**config.mk**
```make
export PLATFORM = sky130hd
export DESIGN_NAME = core_cp15_fault_unit
export DESIGN_NICKNAME = d
export VERILOG_FILES = /design/src/rtl/core_cp15_fault_unit.sv
export SDC_FILE = /design/constraint.sdc
export NUM_CORES = 1
export LEC_CHECK = 0
export ABC_AREA = 1
export BUFFER_PORTS_ARGS = -buffer_cell sky130_fd_sc_hd__clkbuf_2
export CAP_MARGIN = 20
export CORE_AREA = 2 2 82 84
export DETAILED_ROUTE_END_ITERATION = 6
export DIE_AREA = 0 0 84 86
export GPL_TIMING_DRIVEN = 0
export HOLD_SLACK_MARGIN = 0.08
export PLACE_DENSITY = 0.88
export SLEW_MARGIN = 20
export SYNTH_ARGS = -nofsm -noshare
export SYNTH_HDL_FRONTEND = slang
export SYNTH_SLANG_ARGS = --single-unit
```
**constraint.sdc**
```tcl
create_clock -name clk -period 8.1 [get_ports clk]
set_input_delay 1.215 -clock clk [delete_from_list [all_inputs] [get_ports clk]]
set_output_delay 1.215 -clock clk [all_outputs]
set_load 0.03 [all_outputs]
```
**src/rtl/core_cp15_fault_unit.sv**
```systemverilog
// core_cp15_fault_unit
//
// Captures MMU data-fault and prefetch-fault reports into one single-entry
// slot per fault kind. When the core takes an abort, the matching slot
// commits. A data commit pulses fault_register for one cycle, presents the
// faulting address to the FAR stage and loads the FSR. A prefetch commit
// only frees its slot, and also loads the IFSR when that register is built.
// A pipeline flush discards slots that have not committed.
//
// Build option: define CP15_IFSR_EN to add the IFSR register and ifsr port.
//
// Ports
//   clk, rst         clock, synchronous active-high reset
//   dfault_*         data-fault report handshake: addr, status, domain
//   ifault_*         prefetch-fault report handshake: status
//   flush            discard uncommitted faults
//   abort_take       core enters an abort exception this cycle
//   abort_data       abort kind: 1 = data, 0 = prefetch
//   pending_dabort   data slot occupied
//   pending_pabort   prefetch slot occupied
//   fault_register   one-cycle pulse to the FAR stage
//   fault_addr       FAR address, held between pulses
//   load, transfer   CP15 FSR access: write when transfer && !load
//   write            FSR write data
//   fsr              FSR read value
//   ifsr             IFSR read value (CP15_IFSR_EN only)
module core_cp15_fault_unit (
  input  logic        clk,
  input  logic        rst,
  input  logic        dfault_valid,
  output logic        dfault_ready,
  input  logic [29:0] dfault_addr,
  input  logic [3:0]  dfault_status,
  input  logic [3:0]  dfault_domain,
  input  logic        ifault_valid,
  output logic        ifault_ready,
  input  logic [3:0]  ifault_status,
  input  logic        flush,
  input  logic        abort_take,
  input  logic        abort_data,
  output logic        pending_dabort,
  output logic        pending_pabort,
  output logic        fault_register,
  output logic [29:0] fault_addr,
  input  logic        load,
  input  logic        transfer,
  input  logic [31:0] write,
`ifdef CP15_IFSR_EN
  output logic [31:0] fsr,
  output logic [31:0] ifsr
`else
  output logic [31:0] fsr
`endif
);

  logic        dslot_vld;
  logic [29:0] dslot_addr;
  logic [3:0]  dslot_status;
  logic [3:0]  dslot_domain;
  logic        pslot_vld;

  logic d_take;
  logic p_take;
  logic d_commit;
  logic p_commit;
  logic fsr_wr;

  // Only write[8:0] reaches the FSR; the upper bits are ignored.
  logic unused_write_hi;
  assign unused_write_hi = ^write[31:9];

  // Ready comes from the registered slot valid, so a slot freed by a commit
  // accepts a new report no earlier than the following cycle.
  assign dfault_ready = !dslot_vld && !flush && !rst;
  assign ifault_ready = !pslot_vld && !flush && !rst;

  assign d_take   = dfault_valid && dfault_ready;
  assign p_take   = ifault_valid && ifault_ready;
  assign d_commit = abort_take && abort_data && dslot_vld;
  assign p_commit = abort_take && !abort_data && pslot_vld;
  assign fsr_wr   = transfer && !load;

  assign pending_dabort = dslot_vld;
  assign pending_pabort = pslot_vld;

  // Slot valid bits. A commit takes precedence over flush, which lets the
  // slot chosen by a same-cycle abort_take commit while the other clears.
  // A take and a commit never coincide on one slot because ready requires
  // the slot to be empty.
  always_ff @(posedge clk) begin
    if (rst) begin
      dslot_vld <= 1'b0;
      pslot_vld <= 1'b0;
    end else begin
      if (d_commit || flush) dslot_vld <= 1'b0;
      else if (d_take)       dslot_vld <= 1'b1;

      if (p_commit || flush) pslot_vld <= 1'b0;
      else if (p_take)       pslot_vld <= 1'b1;
    end
  end

  // Slot payload is only meaningful while the slot is valid, so it is not reset.
  always_ff @(posedge clk) begin
    if (d_take) begin
      dslot_addr   <= dfault_addr;
      dslot_status <= dfault_status;
      dslot_domain <= dfault_domain;
    end
  end

  // Commit outputs. A data commit overrides a same-cycle CP15 FSR write.
  always_ff @(posedge clk) begin
    if (rst) begin
      fault_register <= 1'b0;
      fault_addr     <= '0;
      fsr            <= '0;
    end else begin
      fault_register <= d_commit;
      if (d_commit) begin
        fault_addr <= dslot_addr;
        fsr        <= {23'b0, 1'b0, dslot_domain, dslot_status};
      end else if (fsr_wr) begin
        fsr <= {23'b0, write[8:0]};
      end
    end
  end

`ifdef CP15_IFSR_EN
  logic [3:0] pslot_status;

  always_ff @(posedge clk) begin
    if (p_take) pslot_status <= ifault_status;
  end

  // The IFSR is loaded only by a prefetch commit; CP15 cannot write it.
  always_ff @(posedge clk) begin
    if (rst)           ifsr <= '0;
    else if (p_commit) ifsr <= {28'b0, pslot_status};
  end
`else
  // Without an IFSR, prefetch status has nowhere to be recorded.
  logic unused_ifault_status;
  assign unused_ifault_status = ^ifault_status;
`endif

endmodule

```
==> results.sh, run 1 <==
export IMPL_critPathMaxFanout=10
export IMPL_cts_hold_buf=0
export IMPL_clock_sinks=80
export IMPL_clockRootBuffer="clkbuf_8"
export IMPL_max_cap_violations=0
export IMPL_async_flop_share_pct=0
export IMPL_arrival_ns=2.16
export IMPL_cts_resized=0
export IMPL_grt_max_degree=14
export IMPL_dp_slack_ns=4.75
export IMPL_synth_most_common_cell="nand2_1"
export IMPL_port_buffers=96
export IMPL_post_cts_buffers=0
export IMPL_synthTopCellsByArea="edfxtp_1 38%, dfxtp_1 28%, nand2_1 9.7%, nand3_1 7.8%, buf_4 6.7%"
export IMPL_power_total_w=0.000836
export IMPL_crit_buf_inv=4
export IMPL_yosysUniqueCellTypes=21
export IMPL_critPathRequiredTime_ns=6.88
export IMPL_synthesis_area_um2=3030
export IMPL_postSynthCellCount=284
export IMPL_synth_edf_count=38
export IMPL_place_gp_congestion=0.759
export IMPL_fp_row_count=29
export IMPL_via_count=2320
export IMPL_final_max_slew_viol_count=0
export IMPL_fillers=515
export IMPL_cts_made_buffers=9
export IMPL_grt_pass1_wl_mm=10.2
export IMPL_synth_top_area_share_pct=37.7
export IMPL_cp_top_family="buffers and inverters"
export IMPL_status="completed"
export IMPL_r2r_cells=4
export IMPL_path_class="in2out"
export IMPL_p_leak_nw=1.95
export IMPL_relSlewSlack_pct=48.3
export IMPL_cp_start_kind="input pin"
export IMPL_timing_critical_path_slowest_stage_cell="nor2_1"
export IMPL_clk_latency_ns=0.35
export IMPL_hold_path_class="reg2reg"
export IMPL_area_delta_synth_final_pct=29.9
export IMPL_synth_area_per_cell_um2=10.7
export IMPL_nets=499
export IMPL_period_minus_slack_ns=3.37
export IMPL_post_synth_top_area_cell="edfxtp_1"
export IMPL_grt_usage_pct=18.1
export IMPL_die_y_um=86
export IMPL_clock_path_buffers=2
export IMPL_cts_tree="built"
export IMPL_initial_utilization_pct=48.2
export IMPL_die_w_um=84
export IMPL_reg2reg_slack_ns=6.12
export IMPL_tightest_slew_ns=0.772
export IMPL_fin_skew_ns=0.00834
export IMPL_diodes=0
export IMPL_clock_fmax_ghz=0.296
export IMPL_register_area_um2=1980
export IMPL_routedWlPerCell_um=12.8
export IMPL_htree_levels=3
export IMPL_overflow=0
export IMPL_ant_nets=0
export IMPL_synth_seq_area_share_pct=65.5
export IMPL_antenna_found_initial=0
export IMPL_cp_cell_sequence="clkbuf_2 -> buf_4 -> nor2_1 -> inv_1 -> nor2_1 -> clkbuf_2"
export IMPL_cp_depth=6
export IMPL_max_stage_delay_ns=0.21
export IMPL_drtIter0Drc=88
export IMPL_routed_wl_mm=6.40
export IMPL_ys_flop_type="dfxtp_1"
export IMPL_period_share_pct=41.6
export IMPL_endpoint_kind="output pin"
export IMPL_final_setup_viol_count=0
export IMPL_synth_common_cells="78 x nand2_1, 47 x nand3_1, 42 x dfxtp_1, 38 x edfxtp_1, 27 x buf_4"
export IMPL_dpl_hpwl_mm=4.69
export IMPL_ys_ff_latch=80
export IMPL_clk_pin_slew_worst_paths_ns=0.08
export IMPL_rsz0062_at_grt="false"
export IMPL_viasPerCell=4.66
export IMPL_crit_path_start="rst"
export IMPL_design_core_area_um2=6280
export IMPL_r2r_end="dslot_addr[4]$_DFFE_PP_"
export IMPL_die_area_um2=7220
export IMPL_pwr_density_cell_nw_per_um2=212
export IMPL_setup_ws_ns=4.73
export IMPL_io_pins=150
export IMPL_worstReg2RegStart="pending_dabort$_SDFFE_PP0P_"
export IMPL_grt_pass1_vias=2235
export IMPL_route_detailed_drc=0
export IMPL_multi_input_area_um2=790
export IMPL_peakVddDrop_mv=0.175
export IMPL_hold_viol=0
export IMPL_drive_gt1_share_pct=36.8
export IMPL_tns_ns=0
export IMPL_drt_pass1_iter_count=4
export IMPL_endpoint="ifault_ready"
export IMPL_yosys_warnings=0
per-layer routing:
metal	wire length (µm)	vias to the layer above	global-route usage, %
li1	-	1167	-
met1	2560	1026	21.2
met2	3140	111	30.8
met3	579	16	5.87
met4	121	0	8.06
met5	0	-	0
where the power goes:
part | total (W) | internal (W) | switching (W)
logic | 0.0000791 | 0.0000284 | 0.0000507
registers | 0.000439 | 0.000434 | 0.00000449
clock network | 0.000318 | 0.000181 | 0.000137
total | 0.000836 | 0.000644 | 0.000192
how the worst min path moves through the flow:
stage	from	endpoint	slack (ns)	depth (start not counted)
global placement	dslot_addr[25]$_DFFE_PP_	fault_addr[25]$_SDFFE_PP0P_	0.41	2
global route	dslot_addr[22]$_DFFE_PP_	fault_addr[22]$_SDFFE_PP0P_	0.46	2
CTS	dslot_addr[8]$_DFFE_PP_	fault_addr[8]$_SDFFE_PP0P_	0.44	2
detailed placement	dslot_addr[12]$_DFFE_PP_	fault_addr[12]$_SDFFE_PP0P_	0.42	2
finish	dslot_addr[12]$_DFFE_PP_	fault_addr[12]$_SDFFE_PP0P_	0.44	2
floorplan	dslot_addr[0]$_DFFE_PP_	fault_addr[0]$_SDFFE_PP0P_	0.41	2
worst register-to-register path, stage by stage (launching register included):
cell and delay [ns]:
dfxtp_1 0.36, buf_2 0.21, nor3b_2 0.67, buf_6 0.24, buf_4 0.21
stage by stage:
| step | utilization (%) | hold slack, ns | instances | cell area, µm² |
|---|---|---|---|---|
| after global routing | 62.7 | 0.458 | 498 | 3930 |
| after detailed placement | 59.2 | 0.423 | 482 | 3720 |
| after floorplan | - | 0.412 | 306 | 3110 |
| after global placement | 58.7 | 0.414 | 479 | 3690 |
| final | 62.7 | 0.442 | 498 | 3930 |
| after CTS | 62.7 | 0.443 | 498 | 3930 |
registers in the layout, indices dropped and copies added, names as in the netlist:
register,count
dslot_addr,30
dslot_domain,4
dslot_status,4
fault_addr,30
fault_register,1
fsr,9
pending_dabort,1
pending_pabort,1
cell type report:
| cell class | instances | area share, % |
|---|---|---|
| Clock buffer | 12 | 3.69 |
| Buffer | 39 | 7.60 |
| Timing Repair Buffer | 99 | 12.9 |
| Sequential cell | 80 | 50.4 |
| Tap cell | 77 | 2.45 |
| Clock inverter | 4 | 1.78 |
| Multi-Input combinational cell | 175 | 20.1 |
| Inverter | 12 | 1.15 |
layout by cell type (no fill, tap or decap):
| cell | instances |
|---|---|
| nor2_1 | 3 |
| bufinv_16 | 2 |
| clkbuf_2 | 96 |
| dfxtp_1 | 42 |
| nand4_1 | 8 |
| nand2_2 | 1 |
| inv_1 | 11 |
| buf_4 | 29 |
| o21ai_0 | 1 |
| nand2_1 | 78 |
| o211a_1 | 1 |
| clkbuf_1 | 3 |
| clkbuf_8 | 10 |
| conb_1 | 23 |
| clkinv_2 | 2 |
| nand3_1 | 47 |
| nor2_4 | 1 |
| nand3_4 | 1 |
| a21oi_1 | 9 |
| buf_6 | 7 |
| buf_2 | 5 |
| nor3b_2 | 1 |
| a31oi_1 | 1 |
| edfxtp_1 | 38 |
| clkinv_1 | 1 |
kinds of logic (layout without fill, tap and decap cells):
group,after synthesis,count (layout),share of synthesized area (%)
simple gates,140,140,20.9
flops,80,80,65.5
buf+inv,51,166,11.4
compound gates,12,12,2.19
other cells,1,23,0.124
No activity file was read; power rests on OpenSTA's default activity.
==> run 2, diff against run 1 <==
--- a/config.mk
+++ b/config.mk
@@ -8,12 +8,12 @@
 export ABC_AREA = 1
 export BUFFER_PORTS_ARGS = -buffer_cell sky130_fd_sc_hd__clkbuf_2
 export CAP_MARGIN = 20
-export CORE_AREA = 2 2 82 84
+export CORE_AREA = 2 2 89 91
 export DETAILED_ROUTE_END_ITERATION = 6
-export DIE_AREA = 0 0 84 86
+export DIE_AREA = 0 0 91 93
 export GPL_TIMING_DRIVEN = 0
 export HOLD_SLACK_MARGIN = 0.08
-export PLACE_DENSITY = 0.88
+export PLACE_DENSITY = 0.8
 export SLEW_MARGIN = 20
 export SYNTH_ARGS = -nofsm -noshare
 export SYNTH_HDL_FRONTEND = slang
==> constraint.sdc (replaced) <==
create_clock -name clk -period 2.8 [get_ports clk]
set_input_delay 0.42 -clock clk [delete_from_list [all_inputs] [get_ports clk]]
set_output_delay 0.42 -clock clk [all_outputs]
set_load 0.03 [all_outputs]
==> run 2 against run 1 <==
- worst setup slack lost 3.7 ns
- core utilization fell by 9.6 points
- sequential power rose to 2.9 times the previous value
- first-iteration DRC count fell by 22%
- via count fell by 2.3%
- power rose to 3.0 times the previous value
- design area rose by 1.5%
- clock-buffer cell count down 2
- flip-flop and latch count is the same
- clock skew down 0.0013 ns
- largest power group unchanged
- highest routed layer unchanged
==> results.sh, run 2 (same netlist as run 1, synthesis figures left out) <==
export IMPL_reg2reg_slack_ns=1.14
export IMPL_cp_top_family="buffers and inverters"
export IMPL_routedWlPerCell_um=11.9
export IMPL_initial_utilization_pct=40.2
export IMPL_hold_path_class="in2reg"
export IMPL_critPathRequiredTime_ns=2.38
export IMPL_clock_fmax_ghz=0.571
export IMPL_grt_max_degree=18
export IMPL_io_pins=150
export IMPL_grt_pass1_vias=2175
export IMPL_via_count=2266
export IMPL_post_cts_buffers=0
export IMPL_hold_viol=0
export IMPL_nets=498
export IMPL_grt_pass1_wl_mm=10.1
export IMPL_critPathMaxFanout=10
export IMPL_path_class="reg2out"
export IMPL_cp_start_kind="flop"
export IMPL_grt_most_used_layer="met2"
export IMPL_period_minus_slack_ns=1.75
export IMPL_fin_skew_ns=0.00706
export IMPL_tightest_slew_ns=0.529
export IMPL_arrival_ns=1.33
export IMPL_die_area_um2=8460
export IMPL_max_cap_violations=0
export IMPL_cts_tree="built"
export IMPL_register_area_um2=1980
export IMPL_grt_use_met3_pct=5.48
export IMPL_clock_path_buffers=2
export IMPL_dpl_hpwl_mm=4.54
export IMPL_viasPerCell=4.34
export IMPL_diodes=0
export IMPL_layout_commonest_cell="clkbuf_2"
export IMPL_clk_pin_slew_worst_paths_ns=0.08
export IMPL_placed_area_um2=3760
export IMPL_drtIter0Drc=69
export IMPL_htree_levels=3
export IMPL_ant_nets=0
export IMPL_endpoint_kind="output pin"
export IMPL_antenna_found_initial=0
export IMPL_period_share_pct=62.6
export IMPL_fin_area_um2=3990
export IMPL_p_leak_nw=1.95
export IMPL_worstReg2RegStart="pending_dabort$_SDFFE_PP0P_"
export IMPL_final_util_pct=53.0
export IMPL_crit_buf_inv=2
export IMPL_crit_path_start="pending_dabort$_SDFFE_PP0P_"
export IMPL_fp_row_count=32
export IMPL_final_setup_viol_count=0
export IMPL_final_max_slew_viol_count=0
export IMPL_cts_hold_buf=0
export IMPL_route_detailed_drc=0
export IMPL_die_w_um=91
export IMPL_relSlewSlack_pct=64.7
export IMPL_rsz0062_at_grt="false"
export IMPL_top_regs="dslot_addr (30), fault_addr (30), fsr (9)"
export IMPL_fillers=680
export IMPL_pwr_density_cell_nw_per_um2=624
export IMPL_min_from="dfault_addr[28]"
export IMPL_tns_ns=0
export IMPL_routed_wl_mm=6.21
export IMPL_overflow=0
export IMPL_max_stage_delay_ns=0.43
export IMPL_port_buffers=96
export IMPL_die_y_um=93
export IMPL_drive_gt1_share_pct=36.9
export IMPL_clk_latency_ns=0.34
export IMPL_timing_critical_path_slowest_stage_cell="dfxtp_1"
export IMPL_design_core_area_um2=7530
export IMPL_multi_input_area_um2=796
export IMPL_grt_usage_pct=15.4
export IMPL_cts_resized=0
export IMPL_drt_pass1_iter_count=6
export IMPL_holdWs_ns=0.245
export IMPL_place_gp_congestion=0.805
export IMPL_grt_util_met2_pct=25.6
export IMPL_clockRootBuffer="clkbuf_8"
export IMPL_globalRouteMet1Util_pct=18.2
export IMPL_cp_cell_sequence="buf_2 -> nor2_1 -> clkbuf_2"
export IMPL_final_cell_mix="96 x clkbuf_2, 78 x nand2_1, 47 x nand3_1"
export IMPL_clock_sinks=80
export IMPL_cts_made_buffers=9
export IMPL_area_delta_synth_final_pct=31.8
export IMPL_peakVddDrop_mv=0.305
export IMPL_status="completed"
## run 2: cell types whose count changed in the layout (fill, tap and decap cells not counted)
cell	before	now
clkbuf_1	3	2
nor3b_4	0	1
buf_8	0	1
clkbuf_8	10	9
nor3b_2	1	0
clkinvlp_4	0	1
buf_4	29	27
bufinv_16	2	3
## run 2: routing by layer
| metal | part of all wire (%) | wire length (µm) |
|---|---|---|
| met1 | 43 | 2680 |
| met2 | 47 | 2920 |
| met3 | 7.8 | 486 |
| met4 | 2.0 | 123 |
| met5 | 0 | 0 |
## run 2: cell type report
| type | instances | share of cell area, % |
|---|---|---|
| tap | 102 | 3.20 |
| clock inverter | 6 | 2.70 |
| sequential | 80 | 49.7 |
| buffer | 39 | 7.49 |
| clock buffer | 10 | 3.20 |
| inverter | 12 | 1.13 |
| timing repair buffer | 98 | 12.7 |
| multi-input combinational | 175 | 19.9 |
## run 2: path summary, 6_finish.rpt
check / end / cells after the start
hold reg to reg: fault_addr[27]$_SDFFE_PP0P_ / 2
setup / recovery: dfault_ready / 3
hold / removal: dslot_addr[28]$_DFFE_PP_ / 1
setup reg to reg: dslot_addr[29]$_DFFE_PP_ / 3
## run 2: where the power goes
group | switching [W] | internal, W
combinational | 0.000146 | 0.0000828
sequential | 0.0000126 | 0.00126
clock | 0.000406 | 0.000589
## run 2: stage by stage
step	cells	worst slack, ns	power, W
6_report	522	1.05	0.00249
5_1_grt	522	0.996	0.00257
4_1_cts	522	1.04	0.00251
3_5_place_dp	506	0.735	0.00152
3_3_place_gp	504	-0.784	0.00152
2_1_floorplan	306	0.0411	0.00145
